### config.mk
export PLATFORM = sky130hd
export DESIGN_NAME = key_fetch_ctrl_flat
export DESIGN_NICKNAME = d
export VERILOG_FILES = /design/src/rtl/key_fetch_ctrl_if.sv /design/src/rtl/key_fetch_ctrl.sv /design/src/flat_wrapper.sv
export SDC_FILE = /design/constraint.sdc
export NUM_CORES = 1
export LEC_CHECK = 0
export CELL_PAD_IN_SITES_DETAIL_PLACEMENT = 1
export CELL_PAD_IN_SITES_GLOBAL_PLACEMENT = 1
export CORE_AREA = 8 8 406 408
export DETAILED_ROUTE_END_ITERATION = 7
export DIE_AREA = 0 0 414 416
export GPL_ROUTABILITY_DRIVEN = 1
export PLACE_DENSITY = 0.57
export SETUP_SLACK_MARGIN = 0.2
export SYNTH_ARGS = -nofsm -noshare
export SYNTH_HDL_FRONTEND = slang
export SYNTH_SLANG_ARGS = --single-unit
### constraint.sdc
create_clock -name clk -period 2.2 [get_ports clk]
set_clock_uncertainty 0.05 [all_clocks]
set_input_delay 0.55 -clock clk [delete_from_list [all_inputs] [get_ports clk]]
set_output_delay 0.55 -clock clk [all_outputs]
set_load 0.01 [all_outputs]
### src/rtl/key_fetch_ctrl_if.sv
// key_fetch_ctrl_if: request/response channel and key-store port bundle.
interface key_fetch_ctrl_if #(
  parameter int WIDTH  = 256,
  parameter int LENGTH = 6
);
  localparam int AW = (LENGTH > 1) ? $clog2(LENGTH) : 1;

  // request channel
  logic              req_valid;
  logic              req_ready;
  logic              req_write;
  logic              req_lock;
  logic [AW-1:0]     req_slot;
  logic [WIDTH-1:0]  req_wdata;

  // response channel
  logic              rsp_valid;
  logic              rsp_ready;
  logic [WIDTH-1:0]  rsp_data;
  logic              rsp_err;

  // key-store port
  logic              mem_rd_en;
  logic              mem_wr_en;
  logic [AW-1:0]     mem_addr;
  logic [WIDTH-1:0]  mem_wdata;
  logic [WIDTH-1:0]  mem_rdata;
  logic              mem_valid;

  // per-slot lock bits
  logic [LENGTH-1:0] lock_status;

  // controller side
  modport slave (
    input  req_valid, req_write, req_lock, req_slot, req_wdata,
    input  rsp_ready, mem_rdata, mem_valid,
    output req_ready, rsp_valid, rsp_data, rsp_err,
    output mem_rd_en, mem_wr_en, mem_addr, mem_wdata, lock_status
  );

  // requester / key-store side
  modport master (
    output req_valid, req_write, req_lock, req_slot, req_wdata,
    output rsp_ready, mem_rdata, mem_valid,
    input  req_ready, rsp_valid, rsp_data, rsp_err,
    input  mem_rd_en, mem_wr_en, mem_addr, mem_wdata, lock_status
  );
endinterface

### src/rtl/key_fetch_ctrl.sv
// key_fetch_ctrl: single-outstanding read/write controller for a slot-based
// key store with sticky per-slot write locks and a read timeout.
// Optional feature macro: KEY_FETCH_ZEROIZE_EN adds zeroize/zeroize_busy and
// a ZERO state that wipes every slot and clears all locks.
module key_fetch_ctrl #(
  parameter int WIDTH  = 256,
  parameter int LENGTH = 6
) (
  input  logic            clk,
  input  logic            rst,
  key_fetch_ctrl_if.slave bus
`ifdef KEY_FETCH_ZEROIZE_EN
  ,
  input  logic            zeroize,
  output logic            zeroize_busy
`endif
);
  localparam int AW = (LENGTH > 1) ? $clog2(LENGTH) : 1;
  localparam logic [AW:0] SLOTS = (AW+1)'(LENGTH);

  typedef enum logic [2:0] {
    IDLE,
    ACCESS,
    WAIT,
    RESP
`ifdef KEY_FETCH_ZEROIZE_EN
    ,
    ZERO
`endif
  } state_t;

  state_t            state_reg, state_next;
  logic [AW-1:0]     slot_reg, slot_next;
  logic              write_reg, write_next;
  logic              lock_reg, lock_next;
  logic [WIDTH-1:0]  wdata_reg, wdata_next;
  logic [WIDTH-1:0]  rsp_data_reg, rsp_data_next;
  logic              rsp_err_reg, rsp_err_next;
  logic [LENGTH-1:0] lock_status_reg, lock_status_next;
  logic [1:0]        tmo_reg, tmo_next;
`ifdef KEY_FETCH_ZEROIZE_EN
  logic              pend_reg, pend_next;
  logic [AW-1:0]     zero_idx_reg, zero_idx_next;
`endif

  // One-hot decodes of the incoming slot and the latched slot.
  logic [LENGTH-1:0] req_hit;
  logic [LENGTH-1:0] slot_hit;
  genvar gi;
  generate
    for (gi = 0; gi < LENGTH; gi++) begin : g_dec
      assign req_hit[gi]  = (bus.req_slot == AW'(gi));
      assign slot_hit[gi] = (slot_reg == AW'(gi));
    end
  endgenerate

  // A request is rejected for an out-of-range slot or a write to a locked slot.
  logic req_oob;
  logic req_bad;
  assign req_oob = ({1'b0, bus.req_slot} >= SLOTS);
  assign req_bad = req_oob || (bus.req_write && (|(req_hit & lock_status_reg)));

  // State and datapath registers; reset abandons any transaction silently.
  always_ff @(posedge clk or negedge rst) begin
    if (!rst) begin
      state_reg       <= IDLE;
      slot_reg        <= '0;
      write_reg       <= 1'b0;
      lock_reg        <= 1'b0;
      wdata_reg       <= '0;
      rsp_data_reg    <= '0;
      rsp_err_reg     <= 1'b0;
      lock_status_reg <= '0;
      tmo_reg         <= '0;
`ifdef KEY_FETCH_ZEROIZE_EN
      pend_reg        <= 1'b0;
      zero_idx_reg    <= '0;
`endif
    end else begin
      state_reg       <= state_next;
      slot_reg        <= slot_next;
      write_reg       <= write_next;
      lock_reg        <= lock_next;
      wdata_reg       <= wdata_next;
      rsp_data_reg    <= rsp_data_next;
      rsp_err_reg     <= rsp_err_next;
      lock_status_reg <= lock_status_next;
      tmo_reg         <= tmo_next;
`ifdef KEY_FETCH_ZEROIZE_EN
      pend_reg        <= pend_next;
      zero_idx_reg    <= zero_idx_next;
`endif
    end
  end

  // Next-state logic; response fields only change on the way into RESP so
  // they stay stable for the whole response.
  always_comb begin
    state_next       = state_reg;
    slot_next        = slot_reg;
    write_next       = write_reg;
    lock_next        = lock_reg;
    wdata_next       = wdata_reg;
    rsp_data_next    = rsp_data_reg;
    rsp_err_next     = rsp_err_reg;
    lock_status_next = lock_status_reg;
    tmo_next         = tmo_reg;
`ifdef KEY_FETCH_ZEROIZE_EN
    pend_next        = pend_reg | zeroize;
    zero_idx_next    = zero_idx_reg;
`endif
    case (state_reg)
      IDLE: begin
`ifdef KEY_FETCH_ZEROIZE_EN
        if (pend_reg) begin
          state_next    = ZERO;
          zero_idx_next = '0;
        end else
`endif
        if (bus.req_valid) begin
          slot_next  = bus.req_slot;
          write_next = bus.req_write;
          lock_next  = bus.req_lock;
          wdata_next = bus.req_wdata;
          if (req_bad) begin
            rsp_err_next  = 1'b1;
            rsp_data_next = '0;
            state_next    = RESP;
          end else begin
            state_next = ACCESS;
          end
        end
      end
      ACCESS: begin
        if (write_reg) begin
          rsp_err_next  = 1'b0;
          rsp_data_next = '0;
          state_next    = RESP;
          if (lock_reg) begin
            lock_status_next = lock_status_reg | slot_hit;
          end
        end else begin
          tmo_next   = '0;
          state_next = WAIT;
        end
      end
      WAIT: begin
        if (bus.mem_valid) begin
          rsp_err_next  = 1'b0;
          rsp_data_next = bus.mem_rdata;
          state_next    = RESP;
        end else if (tmo_reg == 2'd3) begin
          rsp_err_next  = 1'b1;
          rsp_data_next = '0;
          state_next    = RESP;
        end else begin
          tmo_next = tmo_reg + 2'd1;
        end
      end
      RESP: begin
        if (bus.rsp_ready) begin
          state_next = IDLE;
        end
      end
`ifdef KEY_FETCH_ZEROIZE_EN
      ZERO: begin
        if (zero_idx_reg == AW'(LENGTH-1)) begin
          state_next       = IDLE;
          lock_status_next = '0;
          pend_next        = zeroize;
        end else begin
          zero_idx_next = zero_idx_reg + 1'b1;
        end
      end
`endif
      default: state_next = IDLE;
    endcase
  end

  // Key-store strobes: only ACCESS (one strobe) and ZERO drive the bus.
  always_comb begin
    bus.mem_rd_en = 1'b0;
    bus.mem_wr_en = 1'b0;
    bus.mem_addr  = '0;
    bus.mem_wdata = '0;
    if (state_reg == ACCESS) begin
      bus.mem_addr = slot_reg;
      if (write_reg) begin
        bus.mem_wr_en = 1'b1;
        bus.mem_wdata = wdata_reg;
      end else begin
        bus.mem_rd_en = 1'b1;
      end
    end
`ifdef KEY_FETCH_ZEROIZE_EN
    if (state_reg == ZERO) begin
      bus.mem_wr_en = 1'b1;
      bus.mem_addr  = zero_idx_reg;
    end
`endif
  end

`ifdef KEY_FETCH_ZEROIZE_EN
  assign bus.req_ready  = (state_reg == IDLE) && !pend_reg;
  assign zeroize_busy   = pend_reg || (state_reg == ZERO);
`else
  assign bus.req_ready  = (state_reg == IDLE);
`endif
  assign bus.rsp_valid   = (state_reg == RESP);
  assign bus.rsp_data    = rsp_data_reg;
  assign bus.rsp_err     = rsp_err_reg;
  assign bus.lock_status = lock_status_reg;

endmodule

### src/flat_wrapper.sv
// flat-port wrapper written by rule: the top's interface ports become plain ports
module key_fetch_ctrl_flat 
#(
  parameter int WIDTH  = 256,
  parameter int LENGTH = 6
)
  (clk, rst, bus_req_valid, bus_req_write, bus_req_lock, bus_req_slot, bus_req_wdata, bus_rsp_ready, bus_mem_rdata, bus_mem_valid, bus_req_ready, bus_rsp_valid, bus_rsp_data, bus_rsp_err, bus_mem_rd_en, bus_mem_wr_en, bus_mem_addr, bus_mem_wdata, bus_lock_status);
  key_fetch_ctrl_if #(.WIDTH(WIDTH), .LENGTH(LENGTH)) bus_i ();
  input  logic clk;
  input  logic rst;
  input wire logic [$bits(bus_i.req_valid)-1:0] bus_req_valid;
  input wire logic [$bits(bus_i.req_write)-1:0] bus_req_write;
  input wire logic [$bits(bus_i.req_lock)-1:0] bus_req_lock;
  input wire logic [$bits(bus_i.req_slot)-1:0] bus_req_slot;
  input wire logic [$bits(bus_i.req_wdata)-1:0] bus_req_wdata;
  input wire logic [$bits(bus_i.rsp_ready)-1:0] bus_rsp_ready;
  input wire logic [$bits(bus_i.mem_rdata)-1:0] bus_mem_rdata;
  input wire logic [$bits(bus_i.mem_valid)-1:0] bus_mem_valid;
  output wire logic [$bits(bus_i.req_ready)-1:0] bus_req_ready;
  output wire logic [$bits(bus_i.rsp_valid)-1:0] bus_rsp_valid;
  output wire logic [$bits(bus_i.rsp_data)-1:0] bus_rsp_data;
  output wire logic [$bits(bus_i.rsp_err)-1:0] bus_rsp_err;
  output wire logic [$bits(bus_i.mem_rd_en)-1:0] bus_mem_rd_en;
  output wire logic [$bits(bus_i.mem_wr_en)-1:0] bus_mem_wr_en;
  output wire logic [$bits(bus_i.mem_addr)-1:0] bus_mem_addr;
  output wire logic [$bits(bus_i.mem_wdata)-1:0] bus_mem_wdata;
  output wire logic [$bits(bus_i.lock_status)-1:0] bus_lock_status;
  assign bus_i.req_valid = bus_req_valid;
  assign bus_i.req_write = bus_req_write;
  assign bus_i.req_lock = bus_req_lock;
  assign bus_i.req_slot = bus_req_slot;
  assign bus_i.req_wdata = bus_req_wdata;
  assign bus_i.rsp_ready = bus_rsp_ready;
  assign bus_i.mem_rdata = bus_mem_rdata;
  assign bus_i.mem_valid = bus_mem_valid;
  assign bus_req_ready = bus_i.req_ready;
  assign bus_rsp_valid = bus_i.rsp_valid;
  assign bus_rsp_data = bus_i.rsp_data;
  assign bus_rsp_err = bus_i.rsp_err;
  assign bus_mem_rd_en = bus_i.mem_rd_en;
  assign bus_mem_wr_en = bus_i.mem_wr_en;
  assign bus_mem_addr = bus_i.mem_addr;
  assign bus_mem_wdata = bus_i.mem_wdata;
  assign bus_lock_status = bus_i.lock_status;
  key_fetch_ctrl #(.WIDTH(WIDTH), .LENGTH(LENGTH)) u_core (.clk(clk), .rst(rst), .bus(bus_i));
endmodule
* Yosys cells after proc, flatten, opt, wreduce, memory -nomap -nowiden
Index checks and enable logic that the tools add are counted.
** Storage, ports and cells
- Bits of input ports :: 522
- Memories kept :: 0
- RAM bits :: 0
- Latch bits :: 0
- Word-level logic and storage cells :: 78
- Output and inout port bits :: 526
- Bits in read-only memories :: 0
- Register bits after elaboration :: 529
** Cells by class
- Multipliers :: 0
- Reductions and logical operators :: 13
- Equal/unequal tests :: 22
- Div/mod/pow operators :: 0
- Muxes and demuxes :: 30
- $add $sub $neg :: 1
- $lt $le $gt $ge :: 1
- Bitwise gates (word level) :: 2
- Shift-type cells :: 0
** Operator list (number)
- two-way mux 256 bit :: 7
- case mux 256 bit (3 select lines) :: 1
- == test 3 x 2 -> 1 bit, second input constant :: 6
- two-way mux 3 bit :: 5
- == test 3 bit, second input constant :: 4
- case mux 3 bit (4 select lines) :: 1
- two-way mux 1 bit :: 10
- != test 2 bit, second input constant :: 5
- == test 3 x 1 -> 1 bit, second input constant :: 3
- logical NOT 3 bit :: 3
- two-way mux 2 bit :: 4
- bitwise AND 6 bit :: 1
- bitwise OR 6 bit :: 1
- AND reduction 3 bit :: 2
- OR reduction 6 bit :: 1
- AND reduction 5 bit :: 1
- != test 2 x 1 -> 1 bit, second input constant :: 2
- case mux 2 bit (2 select lines) :: 1
- AND reduction 4 bit :: 1
- greater-or-equal comparator 3 bit, second input constant :: 1
- != test 3 x 2 -> 1 bit, second input constant :: 1
- case mux 1 bit (3 select lines) :: 1
- nonzero test 3 bit :: 1
- adder 2 x 1 -> 2 bit, second input constant :: 1
- 5 further kinds :: 5

* Depth between registers and ports, before layout
- Depth in word-level cells :: 8
- Gate-level depth with buffers :: 9
- Gate-level depth less buffers :: 7

* Worst setup path after synthesis
OpenSTA, ideal clock, no wires.
- Path kind :: register to register
- Start point :: reg u_core.state_reg[0]
- End point :: reg u_core.rsp_data_reg[0] (netlist: u_core.bus.rsp_data[0])
- Stages on the path, launching flop included :: 9
- Data arrival time :: 2.238 ns
- Setup slack :: -0.213 ns
- Required time :: 2.025 ns
- Setup time :: 0.125 ns
- Path buffers :: 2
- Period minus slack after synthesis :: 2.413 ns
- Cells stage by stage :: dfrtp_1 -> inv_1 -> ha_1 -> nor2b_1 -> a2111o_1 -> a31oi_4 -> buf_12 -> buf_12 -> mux2_4
** On the way
- Cells in the longest elaborated chain, start to end :: 3
- Elaborated cells on any way between the ends :: 10
- Those cells by class :: eq/ne: 6; mux: 1; reduce/logical: 3
** RTL lines
- start, declared :: line key_fetch_ctrl.sv:32 : state_t state_reg, state_next;
- start signal, assigned :: line key_fetch_ctrl.sv:80 : state_reg <= state_next;
- logical NOT 3 bit *
- net bus_req_ready :: line flat_wrapper.sv:19 : output wire logic [$bits(bus_i.req_ready)-1:0] bus_req_ready;
- != test 2 x 1 -> 1 bit (no line) (tied with other cells)
- AND reduction 5 bit (no line)
- end signal, assigned :: line key_fetch_ctrl.sv:85 : rsp_data_reg <= rsp_data_next;
- end, declared :: line key_fetch_ctrl.sv:37 : logic [WIDTH-1:0] rsp_data_reg, rsp_data_next;
Mark *: on every way through the listed nets, which the timed path passes. The rest lies on a longest branch.
A chain may end at the register's enable or synchronous reset.

* Worst setup path after layout
- Start point :: reg u_core.state_reg[1]
- End point :: out bus_mem_wdata[86]
** On the way
- Cells in the longest elaborated chain, start to end :: 2
** RTL lines
- == test 3 x 1 -> 1 bit :: line key_fetch_ctrl.sv:186 : if (state_reg == ACCESS) begin
- two-way mux 256 bit :: line key_fetch_ctrl.sv:186
- end, declared :: line flat_wrapper.sv:26 : output wire logic [$bits(bus_i.mem_wdata)-1:0] bus_mem_wdata;
No other way between the ends.

==> run metrics <==
status=finished with violations; failing checks=setup timing; Power, Total=approximately 0.064 W; Buffers on Ports=around 1,000; Async SR Flop Fraction=100%; top cell type's share of synthesized area=53.7%; sw power=0.0224 W; RR Endpoint=u_core.bus.rsp_data[182]$_DFFE_PN0P_; Routed Antenna Nets=0; max_slew headroom=49.6%; Avg Vias per Cell=between 3 and 4; CP max FO=6; top post-synthesis cells by area=dfrtp_1 54%, mux2_4 14%, mux2_2 13%; Net Sw Frac=a little over a third; Clk pwr share=about 17%; Layout area overhead=78.6%; Seq pwr share=about 27%; Critical Setup Path Class=reg -> out; cell area after layout=between 0.04 and 0.05 mm²; worst path arrival time=between 2 and 2.5 ns; final setup violation count=about 580; Crit. End Element=output port; Initial Util=15.5%; #FFs+latches synth=approximately 530; P_int=around 0.042 W; WHS=between 0.4 and 0.5 ns; fmax=0.353 GHz; critical path launch point type=flip-flop; Vias=between 20,000 and 25,000; clk sinks=roughly 530; synth unique cells=36; post-synthesis sequential area ratio=53.7%; max-slew violation count=0; router iterations before antenna repair=5; drt drc=0; first-pass GRT wire length=179,000 µm; DP Area=around 0.038 mm²; layout cells sized above 1=between 40% and 50%; Synth Warn #=0; Worst VDD drop=~0.74 mV; H-tree depth=3; clock root cell=clkbuf_16; leak pwr=20.2 nW; Post-Syn Instances=roughly 1,800; clk_lat worst skew=0.62 ns; Syn Nets=roughly 2,300; die width=just over 400 µm; Die Height=416 µm; WL final=between 100,000 and 150,000 µm; Critical Path RT=approximately 1.6 ns; max-cap violations=0; Clock Tree Buf Depth=3; logic gate share of total power=approximately 55%; Final min period=between 2 and 3 ns; gpl congestion=just over 0.8; Slew @ Worst Pin=0.756 ns; reg2reg start=u_core.state_reg[0]$_DFFE_PN0P_; fin nets=about 3,500; Core ar.=about 0.16 mm²; CTS tree=built; unrepaired setup endpoints after global routing=true; CTS buffer count=70; flop-to-flop setup slack=-0.63 ns; min-delay worst type=in -> async; clk slew on worst S/H paths=about 0.060 ns; Initial DRC Count=about 900; Total Routing Usage GR=~14%; fill count=~17,000; setup ws final=-0.635 ns; final core occ=between 20 and 30%; EDFF count, synth=0; Synth Area per Inst=13.8 µm²; FP Rows=~150; ports placed on the boundary=1,048; largest net degree at the start of global routing=~150; commonest non-fill, non-tap cell in the layout=clkdlybuf4s50_1; Pwr Density=1460 mW/mm²; Primary FF master, synth=dfrtp_1; Die ar.=0.172 mm²; cell taking the most area after synthesis=dfrtp_1; initial antenna violation count=49; Hold Fails Final Rpt=0; drt wl/cell=~26 µm; GRT overflow=0; hpwl dp=approximately 100,000 µm; period utilisation layout=129%; post-synthesis cell area=0.0246 mm²; most frequent cells in the layout=782 x clkdlybuf4s50_1, 527 x dfrtp_1, 339 x and3_1, 288 x mux2_2, 231 x mux2_4; vias in the first global route=roughly 22,000; Reg2Reg Depth=14
-- cell type report --
cell class              count  area (µm²)  share of cell area, %
clock buffers             106        2080                   4.73
inverters                   5        21.3                 0.0484
flip-flops and latches    528       13200                   30.1
repair buffers           1307       14600                   33.3
multi-input cells        1081       11200                   25.6
diodes                     23        57.6                  0.131
well taps                2086        2610                   5.94
clock inverters            13         108                  0.245
-- cell families after synthesis --
logic type,count (synthesis),synth area share [%]
simple gates,534,13.5
flops,528,53.7
mux,521,27.4
buf+inv,177,4.46
compound gates,21,0.743
fa+ha+maj,5,0.254
-- synth_stat cells (2+ instances only) --
master and count:
a31o_2 3, inv_1 5, dfrtp_1 528, o21ai_0 4, mux2_4 230, and2_1 3, ha_1 5, nor2_1 2
and3_1 513, clkbuf_1 141, a21oi_1 2, nor2b_1 4, nand2_1 8, mux2_2 289, buf_6 2, a41o_1 2
buf_4 2, buf_12 25
-- metal layers --
layer	share of wire, %	up-vias	global-route usage (%)	wire, µm
li1	-	8854	-	-
met1	40	10300	17.0	53700
met2	49	643	23.7	65600
met3	7.6	179	5.40	10100
met4	2.6	16	4.46	3410
met5	0.079	-	0	105
-- how the worst max path moves through the flow --
stage                                               start                                    to  slack, ns  depth (start not counted)
after floorplan           u_core.state_reg[1]$_DFFE_PN0P_    u_core.bus.rsp_data[0]$_DFFE_PN0P_      -0.07                          9
after global placement                      bus_req_valid  u_core.bus.rsp_data[180]$_DFFE_PN0P_      -0.69                          7
after detailed placement                    bus_req_valid  u_core.bus.rsp_data[182]$_DFFE_PN0P_      -0.72                          7
after CTS                 u_core.state_reg[1]$_DFFE_PN0P_                     bus_mem_wdata[21]      -0.66                          7
after global routing      u_core.state_reg[1]$_DFFE_PN0P_                     bus_mem_wdata[86]      -0.75                          8
final                     u_core.state_reg[1]$_DFFE_PN0P_                     bus_mem_wdata[86]      -0.64                          8
-- per-stage QoR --
stage | TNS [ns] | std cells | worst slack, ns
after floorplan | -15.49 | 1786 | -0.0676
after global placement | -220.21 | 4895 | -0.688
after detailed placement | -226.94 | 4895 | -0.722
after CTS | -306.32 | 5066 | -0.663
after global routing | -348.34 | 5143 | -0.747
final | -269.85 | 5149 | -0.635
-- worst max-delay path: stages (launching register included) --
cell and delay [ns]:
dfrtp_1 0.39, inv_2 0.08, ha_4 0.23, buf_12 0.19, buf_16 0.15, buf_8 0.11
clkbuf_16 0.13, and3_4 0.18, buf_6 0.10
-- power groups by stage --
stage | combinational [W] | sequential (W) | clock [W]
floorplan | 0.0146 | 0.0169 | 0
global placement | 0.0273 | 0.0174 | 0
detailed placement | 0.0276 | 0.0174 | 0
CTS | 0.0306 | 0.0174 | 0.0116
global route | 0.0374 | 0.0180 | 0.0119
finish | 0.0355 | 0.0175 | 0.0112
-- what timing repair did --
| action | 4_1_cts | 5_1_grt |
|---|---|---|
| endpoints found under the hold margin | 16 | 0 |
| pin swaps | 3 | 13 |
| hold buffers | 1 | 0 |
| gates cloned | 18 | 34 |
| buffers inserted | 33 | 26 |
| gates resized for setup | 1098 | 520 |
| endpoints found under the setup margin | 865 | 1048 |
(Power assumes the default switching activity.)
